**src/rtl/adc_ctrl_pkg.sv**
```systemverilog
// adc_ctrl_pkg: shared state encoding, result codes and default timing for the
// AD9244 capture sequencer.
package adc_ctrl_pkg;

    typedef enum logic [2:0] {
        IDLE    = 3'd0,
        CLEAR   = 3'd1,
        ARM     = 3'd2,
        CAPTURE = 3'd3,
        STOP    = 3'd4
    } state_t;

    localparam logic [1:0] ERR_OK     = 2'b00;
    localparam logic [1:0] ERR_ARM_TO = 2'b01;
    localparam logic [1:0] ERR_OVR    = 2'b10;
    localparam logic [1:0] ERR_ABORT  = 2'b11;

    localparam int DEF_CLEAR_CYCLES = 4;
    localparam int DEF_ARM_TIMEOUT  = 1024;

    // States in which the stream may deliver beats and OTR is being watched.
    function automatic logic is_tracking(input state_t s);
        return (s == ARM) || (s == CAPTURE) || (s == STOP);
    endfunction

endpackage

```
**src/rtl/adc_beat_counter.sv**
```systemverilog
// adc_beat_counter: saturating count of accepted AXIS beats plus the compare
// that flags the beat completing the programmed length.
module adc_beat_counter #(
    parameter int CNT_WIDTH = 32
) (
    input  logic                 i_clk,
    input  logic                 i_rst,
    input  logic                 i_clr,
    input  logic                 i_beat,
    input  logic [CNT_WIDTH-1:0] i_len,
    output logic [CNT_WIDTH-1:0] o_count,
    output logic                 o_term
);

    localparam logic [CNT_WIDTH-1:0] ZERO     = {CNT_WIDTH{1'b0}};
    localparam logic [CNT_WIDTH-1:0] ONE      = CNT_WIDTH'(1);
    localparam logic [CNT_WIDTH-1:0] ALL_ONES = {CNT_WIDTH{1'b1}};

    logic [CNT_WIDTH-1:0] r_count;

    // Beat counter: cleared on a new capture, holds at all-ones.
    always_ff @(posedge i_clk) begin
        if (i_rst) begin
            r_count <= ZERO;
        end else if (i_clr) begin
            r_count <= ZERO;
        end else if (i_beat && (r_count != ALL_ONES)) begin
            r_count <= r_count + ONE;
        end
    end

    // Length 0 means run until aborted, so it never terminates.
    assign o_term  = i_beat && (i_len != ZERO) && (r_count == (i_len - ONE));
    assign o_count = r_count;

endmodule

```
**src/rtl/adc_capture_sequencer.sv**
```systemverilog
// adc_capture_sequencer: runs one AD9244 capture -- pulse the sticky-error clears,
// enable the stream, count accepted beats, stop and report the outcome.
module adc_capture_sequencer
    import adc_ctrl_pkg::*;
#(
    parameter int CNT_WIDTH    = 32,
    parameter int CLEAR_CYCLES = DEF_CLEAR_CYCLES,
    parameter int ARM_TIMEOUT  = DEF_ARM_TIMEOUT
) (
    input  logic                 M_AXIS_ACLK,
    input  logic                 M_AXIS_ARESET,
    input  logic                 start,
    input  logic                 abort,
    input  logic [CNT_WIDTH-1:0] captureLen,
    input  logic                 testModeReq,
    input  logic                 abortOnOverRun,
    input  logic                 axisTvalid,
    input  logic                 axisTready,
    input  logic                 streamStatus,
    input  logic                 overRunStatus,
    input  logic                 adcOTRstatus,
    output logic                 streamEnable,
    output logic                 testMode,
    output logic                 clearOverRun,
    output logic                 clearOTR,
    output logic                 busy,
    output logic                 done,
    output logic [1:0]           errCode,
    output logic                 otrSeen,
    output logic [CNT_WIDTH-1:0] beatCount
);

    localparam int CLR_W = (CLEAR_CYCLES > 1) ? $clog2(CLEAR_CYCLES) : 1;
    localparam int ARM_W = (ARM_TIMEOUT > 1) ? $clog2(ARM_TIMEOUT) : 1;
    localparam logic [CLR_W-1:0] CLR_LAST = CLR_W'(CLEAR_CYCLES - 1);
    localparam logic [ARM_W-1:0] ARM_LAST = ARM_W'(ARM_TIMEOUT - 1);

    state_t               r_state;
    logic [CNT_WIDTH-1:0] r_len;
    logic                 r_abort_ovr;
    logic                 r_len_hit;
    logic [CLR_W-1:0]     r_clr_cnt;
    logic [ARM_W-1:0]     r_arm_cnt;
    logic                 r_stream_en;
    logic                 r_test_mode;
    logic                 r_clear;
    logic                 r_busy;
    logic                 r_done;
    logic [1:0]           r_err;
    logic                 r_otr;

    logic                 w_tracking;
    logic                 w_beat;
    logic                 w_cnt_clr;
    logic                 w_term;
    logic [CNT_WIDTH-1:0] w_count;

    assign w_tracking = is_tracking(r_state);
    assign w_beat     = axisTvalid && axisTready && w_tracking;
    assign w_cnt_clr  = (r_state == IDLE) && start;

    adc_beat_counter #(
        .CNT_WIDTH (CNT_WIDTH)
    ) u_beat_counter (
        .i_clk   (M_AXIS_ACLK),
        .i_rst   (M_AXIS_ARESET),
        .i_clr   (w_cnt_clr),
        .i_beat  (w_beat),
        .i_len   (r_len),
        .o_count (w_count),
        .o_term  (w_term)
    );

    // Capture sequencing FSM with all block outputs registered alongside the state.
    always_ff @(posedge M_AXIS_ACLK) begin
        if (M_AXIS_ARESET) begin
            r_state     <= IDLE;
            r_len       <= {CNT_WIDTH{1'b0}};
            r_abort_ovr <= 1'b0;
            r_len_hit   <= 1'b0;
            r_clr_cnt   <= {CLR_W{1'b0}};
            r_arm_cnt   <= {ARM_W{1'b0}};
            r_stream_en <= 1'b0;
            r_test_mode <= 1'b0;
            r_clear     <= 1'b0;
            r_busy      <= 1'b0;
            r_done      <= 1'b0;
            r_err       <= ERR_OK;
            r_otr       <= 1'b0;
        end else begin
            r_done <= 1'b0;
            case (r_state)
                IDLE: begin
                    if (start) begin
                        r_state     <= CLEAR;
                        r_busy      <= 1'b1;
                        r_len       <= captureLen;
                        r_abort_ovr <= abortOnOverRun;
                        r_test_mode <= testModeReq;
                        r_clear     <= 1'b1;
                        r_clr_cnt   <= {CLR_W{1'b0}};
                        r_len_hit   <= 1'b0;
                        r_err       <= ERR_OK;
                        r_otr       <= 1'b0;
                    end
                end
                CLEAR: begin
                    if (abort) begin
                        r_state <= STOP;
                        r_clear <= 1'b0;
                        r_err   <= ERR_ABORT;
                    end else if (r_clr_cnt == CLR_LAST) begin
                        r_state     <= ARM;
                        r_clear     <= 1'b0;
                        r_stream_en <= 1'b1;
                        r_arm_cnt   <= {ARM_W{1'b0}};
                    end else begin
                        r_clr_cnt <= r_clr_cnt + CLR_W'(1);
                    end
                end
                ARM: begin
                    // A length-1 capture completes here; remember it for CAPTURE.
                    if (w_term) begin
                        r_len_hit <= 1'b1;
                    end
                    if (abort) begin
                        r_state     <= STOP;
                        r_stream_en <= 1'b0;
                        r_err       <= ERR_ABORT;
                    end else if (streamStatus) begin
                        r_state <= CAPTURE;
                    end else if (r_arm_cnt == ARM_LAST) begin
                        r_state     <= STOP;
                        r_stream_en <= 1'b0;
                        r_err       <= ERR_ARM_TO;
                    end else begin
                        r_arm_cnt <= r_arm_cnt + ARM_W'(1);
                    end
                end
                CAPTURE: begin
                    if (abort) begin
                        r_state     <= STOP;
                        r_stream_en <= 1'b0;
                        r_err       <= ERR_ABORT;
                    end else if (overRunStatus && r_abort_ovr) begin
                        r_state     <= STOP;
                        r_stream_en <= 1'b0;
                        r_err       <= ERR_OVR;
                    end else if (w_term || r_len_hit) begin
                        r_state     <= STOP;
                        r_stream_en <= 1'b0;
                    end
                end
                STOP: begin
                    if (!streamStatus && !axisTvalid) begin
                        r_state     <= IDLE;
                        r_busy      <= 1'b0;
                        r_done      <= 1'b1;
                        r_test_mode <= 1'b0;
                    end
                end
                default: begin
                    r_state     <= IDLE;
                    r_stream_en <= 1'b0;
                    r_clear     <= 1'b0;
                    r_busy      <= 1'b0;
                    r_test_mode <= 1'b0;
                end
            endcase
            if (w_tracking && adcOTRstatus) begin
                r_otr <= 1'b1;
            end
        end
    end

    assign streamEnable = r_stream_en;
    assign testMode     = r_test_mode;
    assign clearOverRun = r_clear;
    assign clearOTR     = r_clear;
    assign busy         = r_busy;
    assign done         = r_done;
    assign errCode      = r_err;
    assign otrSeen      = r_otr;
    assign beatCount    = w_count;

endmodule

```
**config.mk**
```make
export PLATFORM = sky130hd
export DESIGN_NAME = adc_capture_sequencer
export DESIGN_NICKNAME = d
export VERILOG_FILES = /design/src/rtl/adc_ctrl_pkg.sv /design/src/rtl/adc_beat_counter.sv /design/src/rtl/adc_capture_sequencer.sv
export SDC_FILE = /design/constraint.sdc
export NUM_CORES = 1
export LEC_CHECK = 0
export CORE_ASPECT_RATIO = 0.75
export CORE_MARGIN = 3
export CORE_UTILIZATION = 40
export DETAILED_ROUTE_END_ITERATION = 10
export PLACE_DENSITY = 0.61
export REMOVE_ABC_BUFFERS = 1
export SYNTH_ARGS = -nofsm -noshare
export SYNTH_HDL_FRONTEND = slang
export SYNTH_SLANG_ARGS = --single-unit
export TNS_END_PERCENT = 30
```
**constraint.sdc**
```tcl
create_clock -name M_AXIS_ACLK -period 4.2 [get_ports M_AXIS_ACLK]
set_input_delay 0.84 -clock M_AXIS_ACLK [delete_from_list [all_inputs] [get_ports M_AXIS_ACLK]]
set_output_delay 0.84 -clock M_AXIS_ACLK [all_outputs]
set_load 0.05 [all_outputs]
```
### Word-level counts from Yosys, hierarchy flattened

Index checks and enable logic that the tools add are counted.
Widths: inputs -> output; s select.

| cells by class | value |
|---|---|
| shifts and indexed selects | 0 |
| bitwise logic cells | 4 |
| $mul | 0 |
| $add $sub $neg | 4 |
| reductions and logical operators | 37 |
| equal/unequal tests | 24 |
| muxes and demuxes | 51 |
| magnitude comparators | 0 |
| div/mod/pow operators | 0 |

Operator list:

| cell | number |
|---|---|
| $mux 10 | 5 |
| $add 32x1->32 const B | 1 |
| $eq 32x32->1 | 1 |
| $ne 32x32->1 const B | 1 |
| $reduce_bool 32->1 | 1 |
| $sub 32x1->32 const B | 1 |
| $mux 3 | 10 |
| $pmux 10 s2 | 1 |
| $mux 1 | 18 |
| $mux 2 | 9 |
| $ne 2x2->1 const B | 9 |
| $reduce_and 6->1 | 3 |
| $pmux 3 s5 | 1 |
| $add 10x1->10 const B | 1 |
| $eq 10x10->1 const B | 1 |
| $reduce_bool 2->1 | 5 |
| $logic_and 1x1->1 | 9 |
| $pmux 1 s3 | 3 |
| $reduce_and 3->1 | 3 |
| $pmux 2 s4 | 1 |
| $eq 3x2->1 const B | 2 |
| $ne 3x2->1 const B | 2 |
| $ne 3x3->1 const B | 2 |
| $reduce_or 2->1 | 3 |
| other kinds (19) | 27 |

| word-level totals | value |
|---|---|
| logic and storage cells | 134 |
| register bits after elaboration | 89 |
| bits in writable memories | 0 |
| bits in read-only memories | 0 |
| latch bits | 0 |
| memories kept | 0 |

### Logic depth before layout (Yosys ltp)

Gate-level depths: netlist of the first run.

| logic depth | value |
|---|---|
| word-level depth | 11 |
| mapped depth | 11 |
| gate-level depth less buffers | 11 |

### Modules after synthesis

From an unflattened synthesis of the first run, not the netlist that was laid out.

| unflattened totals | value |
|---|---|
| cell total of the unflattened synthesis | 693 |
| area total of the unflattened synthesis | 5476.5 um2 |

Modules (own cells, without submodules):

| module | instances | cells each | seq. area each (um2) | area an instance (um2) |
|---|---|---|---|---|
| adc_beat_counter | 1 | 371 | 640.6 | 2812.7 |
| adc_capture_sequencer | 1 | 322 | 1141.1 | 2663.8 |

### Least setup slack after synthesis of the first run

No wires, ideal clock.

| timing | value |
|---|---|
| path type | register -> register |
| from | register u_beat_counter.r_count[25], in the netlist u_beat_counter.o_count[25] |
| to | register u_beat_counter.r_count[31], in the netlist u_beat_counter.o_count[31] |
| clock period less this slack | 2996 ps |
| cell stages (with the launch flop) | 11 |
| arrival | 2869 ps |
| path slack | 1204 ps |
| path through | dfxtp_1 > clkbuf_1 > and4_1 > nand4_1 > or2_1 > o41ai_2 > nor4_1 > and2_1 > nor2b_1 > xnor2_1 > nor2_1 |

| on the way | value |
|---|---|
| word-level cells in the longest chain between the ends | 2 |
| elaborated cells on any way between the ends | 3 |

RTL lines:

| what | line | text |
|---|---|---|
| from (decl) | adc_beat_counter.sv:19 | `logic [CNT_WIDTH-1:0] r_count;` |
| from (signal assigned) | adc_beat_counter.sv:28 | `r_count <= r_count + ONE;` |
| parallel branches: the longest is 2 deep, another holds $add 32x1->32 | -- |  |

Several ways; the timed one is not identified.
A chain may end at the register's enable or synchronous reset.

### Final worst setup path of the first run

| timing | value |
|---|---|
| from | register r_len[0] |
| to | register r_state[0] |

| on the way | value |
|---|---|
| word-level cells in the longest chain between the ends | 6 |
| elaborated cells on any way between the ends | 8 |

RTL lines:

| what | line | text |
|---|---|---|
| from (decl) | adc_capture_sequencer.sv:39 | `logic [CNT_WIDTH-1:0] r_len;` |
| from (signal assigned) | adc_capture_sequencer.sv:78 | `r_len <= {CNT_WIDTH{1'b0}};` |
| from (signal assigned) | adc_capture_sequencer.sv:97 | `r_len <= captureLen;` |
| $sub 32x1->32 or $reduce_bool 32->1 (tied branches) | adc_beat_counter.sv:33 | `assign o_term = i_beat && (i_len != ZERO) && (r_count == (i_len - ONE));` |
| $eq 32x32->1 or $logic_and 1x1->1 (tied branches) | adc_beat_counter.sv:33 |  |
| $logic_and 1x1->1 (*) | adc_beat_counter.sv:33 |  |
| $logic_or 1x1->1 (*) | adc_capture_sequencer.sv:149 | `end else if (w_term \|\| r_len_hit) begin` |
| $ne 4x2->1 (no line) (*) | -- |  |
| $reduce_and 5->1 (no line) (*) | -- |  |
| to (signal assigned) | adc_capture_sequencer.sv:146 | `r_state <= STOP;` |
| to (signal assigned) | adc_capture_sequencer.sv:150 | `r_state <= STOP;` |
| to (signal assigned) | adc_capture_sequencer.sv:156 | `r_state <= IDLE;` |
| to (decl) | adc_capture_sequencer.sv:38 | `state_t r_state;` |

Every way passes the cells marked *; elsewhere a longest branch is shown, timed or not.

==> results of run 1 <==
final timing paths:
path / from / endpoint / slack, ns / depth (start not counted)
setup reg to reg: r_len[0] / r_state[0] / 0.97 / 11
hold reg to reg: errCode[0] / errCode[0] / 0.46 / 2
hold / removal: errCode[0] / errCode[0] / 0.46 / 2
setup / recovery: r_len[0] / r_state[0] / 0.97 / 11
layout make-up:
type,count,area (sq um),share of cell area
clock inverters,3,65.1,0.0104
well taps,162,203,0.0325
inverters,9,33.8,0.00541
multi-input cells,514,3040,0.487
flip-flops and latches,89,1780,0.285
clock buffers,12,246,0.0395
repair buffers,89,871,0.140
cell usage in the layout (no fill, tap or decap), types with 9 or more instances in the layout:
cell,netlist,routed
clkbuf_16,0,9
clkdlybuf4s50_1,0,82
nor3_1,20,20
xor2_1,35,35
inv_1,9,9
xnor2_1,37,37
nand4_1,17,17
o21ai_0,17,17
and3_1,11,11
nor2_1,67,67
a21oi_1,54,54
nand3_1,22,22
nor2b_1,9,9
nor4_1,11,11
nand2_1,108,108
dfxtp_1,89,89
metrics by stage:
step | hold WS [ns] | area (sq um) | utilization | setup slack, ns
after CTS | 0.462 | 6240 | 0.524 | 1.03
final | 0.461 | 6240 | 0.524 | 0.970
after global routing | 0.485 | 6240 | 0.524 | 0.648
after detailed placement | 0.454 | 5930 | 0.498 | 1.01
after floorplan | 0.430 | 4860 | - | 1.27
after global placement | 0.447 | 5930 | 0.498 | 1.09
flip-flops by register name, indices dropped and copies added (netlist names):
register                flops
busy                        1
clearOTR                    1
done                        1
errCode                     2
otrSeen                     1
r_abort_ovr                 1
r_arm_cnt                  10
r_clr_cnt                   2
r_len                      32
r_len_hit                   1
r_state                     3
streamEnable                1
testMode                    1
u_beat_counter.o_count     32
layer usage:
metal / GRT usage / wire length (um) / vias to the layer above
li1: - / - / 2399
met1: 0.285 / 7060 / 2267
met2: 0.315 / 5950 / 125
met3: 0.0405 / 651 / 11
met4: 0.0519 / 122 / 0
met5: 0 / 0 / -
cell families after synthesis:
| family | share of synthesized area |
|---|---|
| AO/OA/AOI/OAI | 0.127 |
| XOR/XNOR | 0.125 |
| adder cells (fa/ha/maj) | 0.00996 |
| buffers and inverters | 0.0406 |
| flip-flops | 0.354 |
| multiplexers | 0.0182 |
| AND/OR/NAND/NOR | 0.324 |
worst register-to-register path: cells and delay by family, from the launching register on:
family	cells	cell delay [ns]
compound gates	4	0.70
fa+ha+maj	1	0.29
flops	1	0.36
buf+inv	1	0.10
simple gates	5	1.67
Yosys cell counts, drive strengths merged (2+ instances only):
| master | n | area share |
|---|---|---|
| clkbuf | 35 | 0.026 |
| dfxtp | 89 | 0.35 |
| nor2 | 67 | 0.050 |
| and4 | 4 | 0.0070 |
| nor2b | 9 | 0.011 |
| nand3 | 22 | 0.022 |
| nand2b | 7 | 0.0087 |
| nand4b | 2 | 0.0035 |
| nor4b | 4 | 0.0070 |
| and3 | 11 | 0.014 |
| xnor2 | 37 | 0.064 |
| mux2i | 8 | 0.016 |
| o211ai | 4 | 0.0060 |
| or2 | 5 | 0.0062 |
| nor4 | 14 | 0.021 |
| a31oi | 6 | 0.0075 |
| or4 | 11 | 0.019 |
| a211oi | 8 | 0.013 |
| a21oi | 54 | 0.054 |
| ha | 4 | 0.010 |
| nand2 | 108 | 0.081 |
| and4b | 2 | 0.0040 |
| nor3 | 20 | 0.020 |
| nand4 | 17 | 0.021 |
| inv | 9 | 0.0067 |
| xor2 | 35 | 0.061 |
| or3 | 5 | 0.0062 |
| o21ai | 18 | 0.019 |
| nor3b | 4 | 0.0060 |
| a41oi | 2 | 0.0035 |
| and2 | 8 | 0.010 |
| buf | 5 | 0.0077 |
report_power, final:
group	switching, mW	leakage (nW)	internal (mW)	total, mW
registers	0.126	0.723	0.920	1.05
logic	0.562	1.31	0.396	0.958
clock network	0.328	0.153	0.534	0.862
==> results.ini, run 1 <==
[outcome]
outcome = completed

[placed_design]
gp_congestion = 0.864
dp_cells = 863
dp_hpwl_mm = 10.2
port_buffers = 83

[routing]
drt_wl_total_mm = 13.8
wire_per_inst_um = 15.7
initialDrtViolationCount = 360
dr.pass1.iters = 5
routed-via-count = 4802
antenna_left = 0
drcViolationCount = 0
viasPerCell = 5.47

[global_routing]
grt_pass1_wl_mm = 22.5
grt-ovfl-total = 0
track_usage = 0.201
grt_antenna_before_repair = 0
grt_max_degree = 53
first_global_vias = 4518

[clocking]
clock_path_buffers = 2
clkLatencyLatePin_ns = 0.34
cts_setup_buffers = 0
clock-sinks = 89
htreeDepth = 3
cts_tree = built
post_cts_resized = 0
cts_hold_buffers = 0
cts-root-buf = clkbuf_16
clk_pin_slew_worst_paths_ns = 0.06
cts_made_buffers = 9

[setup_path]
critical_path_buf_inv_count = 1
critPathTopFamily = simple AND/OR/NAND/NOR gates
crit_path_cell_trace = inv_1, ha_1, or4b_2, nor4_1, nor2b_1, a311oi_1, nand2_1, nand4_1, o21ai_2, a211oi_1, a41o_1
crit_path_start_kind = flip-flop
cp-end-kind = flip-flop
critPathSlowestCell = or4b_2
crit_fanout = 7
crit_arrival_ns = 3.46
crit_path_max_incr_delay_ns = 0.61
cp.required_ns = 4.43
path_class = reg2reg

[logic_synthesis]
seq_area_frac_synth = 0.354
synthDistinctLibCells = 58
synth_cells = 652
synth_edf_count = 0
syn_area_sq_um = 5030
synth_seq_cells = 89
synth_flop_cell = dfxtp_1
postSynthAreaPerCell_sq_um = 7.71
synth_warnings = 0
synth-async-reset-ratio = 0

[power_and_ir_drop]
ir_worst_vdd_uv = 225
p_leak_nw = 2.19
p_per_area_nw_per_um2 = 459
total_power_mw = 2.87

[floorplan]
die_w_um = 135
ios = 84
fp.dieH_um = 103
num_rows = 34
die_area_sq_um = 14000
initial_core_util = 0.422
core_area_sq_um = 11900

[sta]
setup_viol = 0
fin_skew_ns = 0.00655
maxSlewHeadroom = 0.352
slew_viol_final = 0
period_share = 0.769
fmax_mhz = 310
rsz0062_at_grt = no
fin_tns_setup_ns = 0
finalHoldViolCount = 0
fin_crit_ns = 3.23
timing_worst_slew_pin_value_ns = 0.971

[hold_path]
min_path_type = reg2reg

[flow_run]
drv_cap = 0

[finish]
fin_cells = 878
fillCellCount = 1149
insertedDiodeCount = 0
drive_above_1_share = 0.0517
final_nets = 759
area_growth_pct = 24.2

Power figures use the tool's default switching activity.
==> run 2, diff against run 1 <==
PLACE_DENSITY = 0.63   (was 0.61)
clock period = 2.95 ns   (was 4.2 ns; I/O delays follow)
==> run 2 against run 1 <==
  * Register-to-register slack worse by 0.91 ns
  * Core utilization grew 2.8 points
  * Highest routed layer unchanged
  * Maximum frequency is 12% higher
  * Total power grew 44%
  * Count of clock-buffer cells in the layout is 2 lower
  * Clock power grew 22%
  * Design area is 5.4% higher
  * Non-clock buffer count increased by 36
==> results.ini, run 2 (synthesized netlist as in run 1, its figures left out) <==
[sta]
maxSlewHeadroom = 0.659  ; was 0.352
fin_skew_ns = 0.00461  ; was 0.00655 ns
rsz0062_at_grt = yes  ; was no
fmax_mhz = 346  ; was 310 MHz
timing_worst_slew_pin_value_ns = 0.511  ; was 0.971 ns
slew_viol_final = 0  ; unchanged
period_share = 0.980  ; was 0.769
timing.hold.ws_ns = 0.469  ; was 0.461 ns
setup_viol = 0  ; unchanged
finalHoldViolCount = 0  ; unchanged
fin_tns_setup_ns = 0  ; unchanged
fin_crit_ns = 2.89  ; was 3.23 ns

[power_and_ir_drop]
pwr-share-seq = 0.350  ; was 0.365
combPwrFrac = 0.395  ; was 0.334
p_leak_nw = 2.37  ; was 2.19 nW
p_switching_mw = 1.53  ; was 1.02 mW
p_per_area_nw_per_um2 = 630  ; was 459 nW/um^2
p_clk_frac = 0.255  ; was 0.301
ir_worst_vdd_uv = 360  ; was 225 uV
p_int_mw = 2.61  ; was 1.85 mW
p_sw_frac = 0.370  ; was 0.355

[finish]
layout_common_cells = nand2_1, dfxtp_1, clkdlybuf4s50_1  ; unchanged
insertedDiodeCount = 0  ; unchanged
drive_above_1_share = 0.117  ; was 0.0517
fin_cells = 916  ; was 878
layout_commonest_cell = nand2_1  ; unchanged
final_nets = 796  ; was 759
fillCellCount = 1094  ; was 1149
multi_input_area_sq_um = 3140  ; was 3040 sq um
area.sequential_sq_um = 1780  ; unchanged
area_growth_pct = 30.8  ; was 24.2%

[clocking]
clock_path_buffers = 2  ; unchanged
cts_hold_buffers = 0  ; unchanged
cts-root-buf = clkbuf_16  ; unchanged
clk_pin_slew_worst_paths_ns = 0.06  ; about the same
clock-sinks = 89  ; unchanged
htreeDepth = 3  ; unchanged
cts_made_buffers = 9  ; unchanged
cts_tree = built  ; unchanged
clkLatencyLatePin_ns = 0.34  ; about the same

[setup_path]
crit_fanout = 6  ; was 7
crit_path_max_incr_delay_ns = 0.62  ; was 0.61 ns
critPathSlowestCell = or4_4  ; was or4b_2
crit_path_start_kind = flip-flop  ; unchanged
rrSetupSlack_ns = 0.06  ; was 0.97 ns
cp-end-kind = flip-flop  ; unchanged
crit_path_cell_trace = or4_4, or4_4, buf_4, o311a_1, a21oi_1, a211oi_2, nand4_1, o21ai_2, buf_4, a41o_1  ; was inv_1, ha_1, or4b_2, nor4_1, nor2b_1, a311oi_1, nand2_1, nand4_1, o21ai_2, a211oi_1, a41o_1
crit_arrival_ns = 3.13  ; was 3.46 ns
path_class = reg2reg  ; unchanged
cp.required_ns = 3.19  ; was 4.43 ns

[global_routing]
first_global_vias = 4520  ; was 4518
track_usage = 0.198  ; was 0.201
busiest_layer = met2  ; unchanged
grt.met3_usage = 0.0459  ; was 0.0405
grt_max_degree = 34  ; was 53
gr-usage-met1 = 0.287  ; was 0.285
grt-ovfl-total = 0  ; unchanged
grt_use_met2 = 0.293  ; was 0.315
grt_pass1_wl_mm = 22.2  ; was 22.5 mm
grt_antenna_before_repair = 0  ; unchanged

[routing]
routed-via-count = 4918  ; was 4802
drcViolationCount = 0  ; unchanged
wire_per_inst_um = 15.3  ; was 15.7 um
dr.pass1.iters = 5  ; unchanged
viasPerCell = 5.37  ; was 5.47
antenna_left = 0  ; unchanged
drt_wl_total_mm = 14.0  ; was 13.8 mm
initialDrtViolationCount = 339  ; was 360

[placed_design]
port_buffers = 83  ; unchanged
dp_cells = 894  ; was 863
gp_congestion = 0.866  ; was 0.864
dp_hpwl_mm = 10.5  ; was 10.2 mm

[floorplan]
die_area_sq_um = 14000  ; unchanged
die_w_um = 135  ; unchanged
num_rows = 34  ; unchanged
fp.dieH_um = 103  ; unchanged
initial_core_util = 0.422  ; unchanged
ios = 84  ; unchanged
core_area_sq_um = 11900  ; unchanged

[hold_path]
min_path_type = reg2reg  ; unchanged

[outcome]
outcome = completed  ; unchanged

[flow_run]
drv_cap = 0  ; unchanged

run 2: layer usage:
metal  part of all wire  up-vias
met5                  0        -
met4              0.011        0
met3              0.055       13
met2               0.43      130
met1               0.50     2306
li1                   -     2469
run 2: power by group through the flow:
stage	Combinational, mW	Sequential [mW]	Clock (mW)
finish	1.64	1.45	1.05
global route	1.80	1.47	1.11
CTS	1.49	1.44	1.08
detailed placement	1.48	1.47	0
global placement	1.46	1.47	0
floorplan	0.891	1.55	0
run 2: final timing paths:
check         startpoint     endpoint  depth (start not counted)
max             r_len[9]   r_state[0]                         10
min          r_abort_ovr  r_abort_ovr                          2
max reg2reg     r_len[9]   r_state[0]                         10
min reg2reg  r_abort_ovr  r_abort_ovr                          2
run 2: through the flow:
stage / power (mW) / util / setup slack [ns] / instance area (sq um)
after global routing: 4.38 / 0.552 / -0.126 / 6580
after CTS: 4.01 / 0.540 / 0.00751 / 6430
after global placement: 2.92 / 0.517 / 0.0657 / 6160
after detailed placement: 2.95 / 0.517 / 0.0226 / 6160
after floorplan: 2.44 / - / 0.0218 / 4860
final: 4.14 / 0.552 / 0.0591 / 6580
run 2: layout make-up:
cell class / count / area share
well taps: 162 / 0.0308
multi-input cells: 515 / 0.478
clock buffers: 10 / 0.0363
clock inverters: 6 / 0.00514
repair buffers: 125 / 0.174
inverters: 9 / 0.00514
flip-flops and latches: 89 / 0.271
run 2: critical path, delay by kind of cell, from the launching register on:
family | cells | cell delay, ns
compound gates | 5 | 0.81
buf+inv | 2 | 0.33
simple gates | 3 | 1.33
flops | 1 | 0.31
run 2: timing repair:
| item | in CTS | in global routing |
|---|---|---|
| resized for setup | 0 | 19 |
| endpoints found under the setup margin | 0 | 5 |
| endpoints found under the hold margin | 0 | 0 |
| buffers inserted | 0 | 5 |
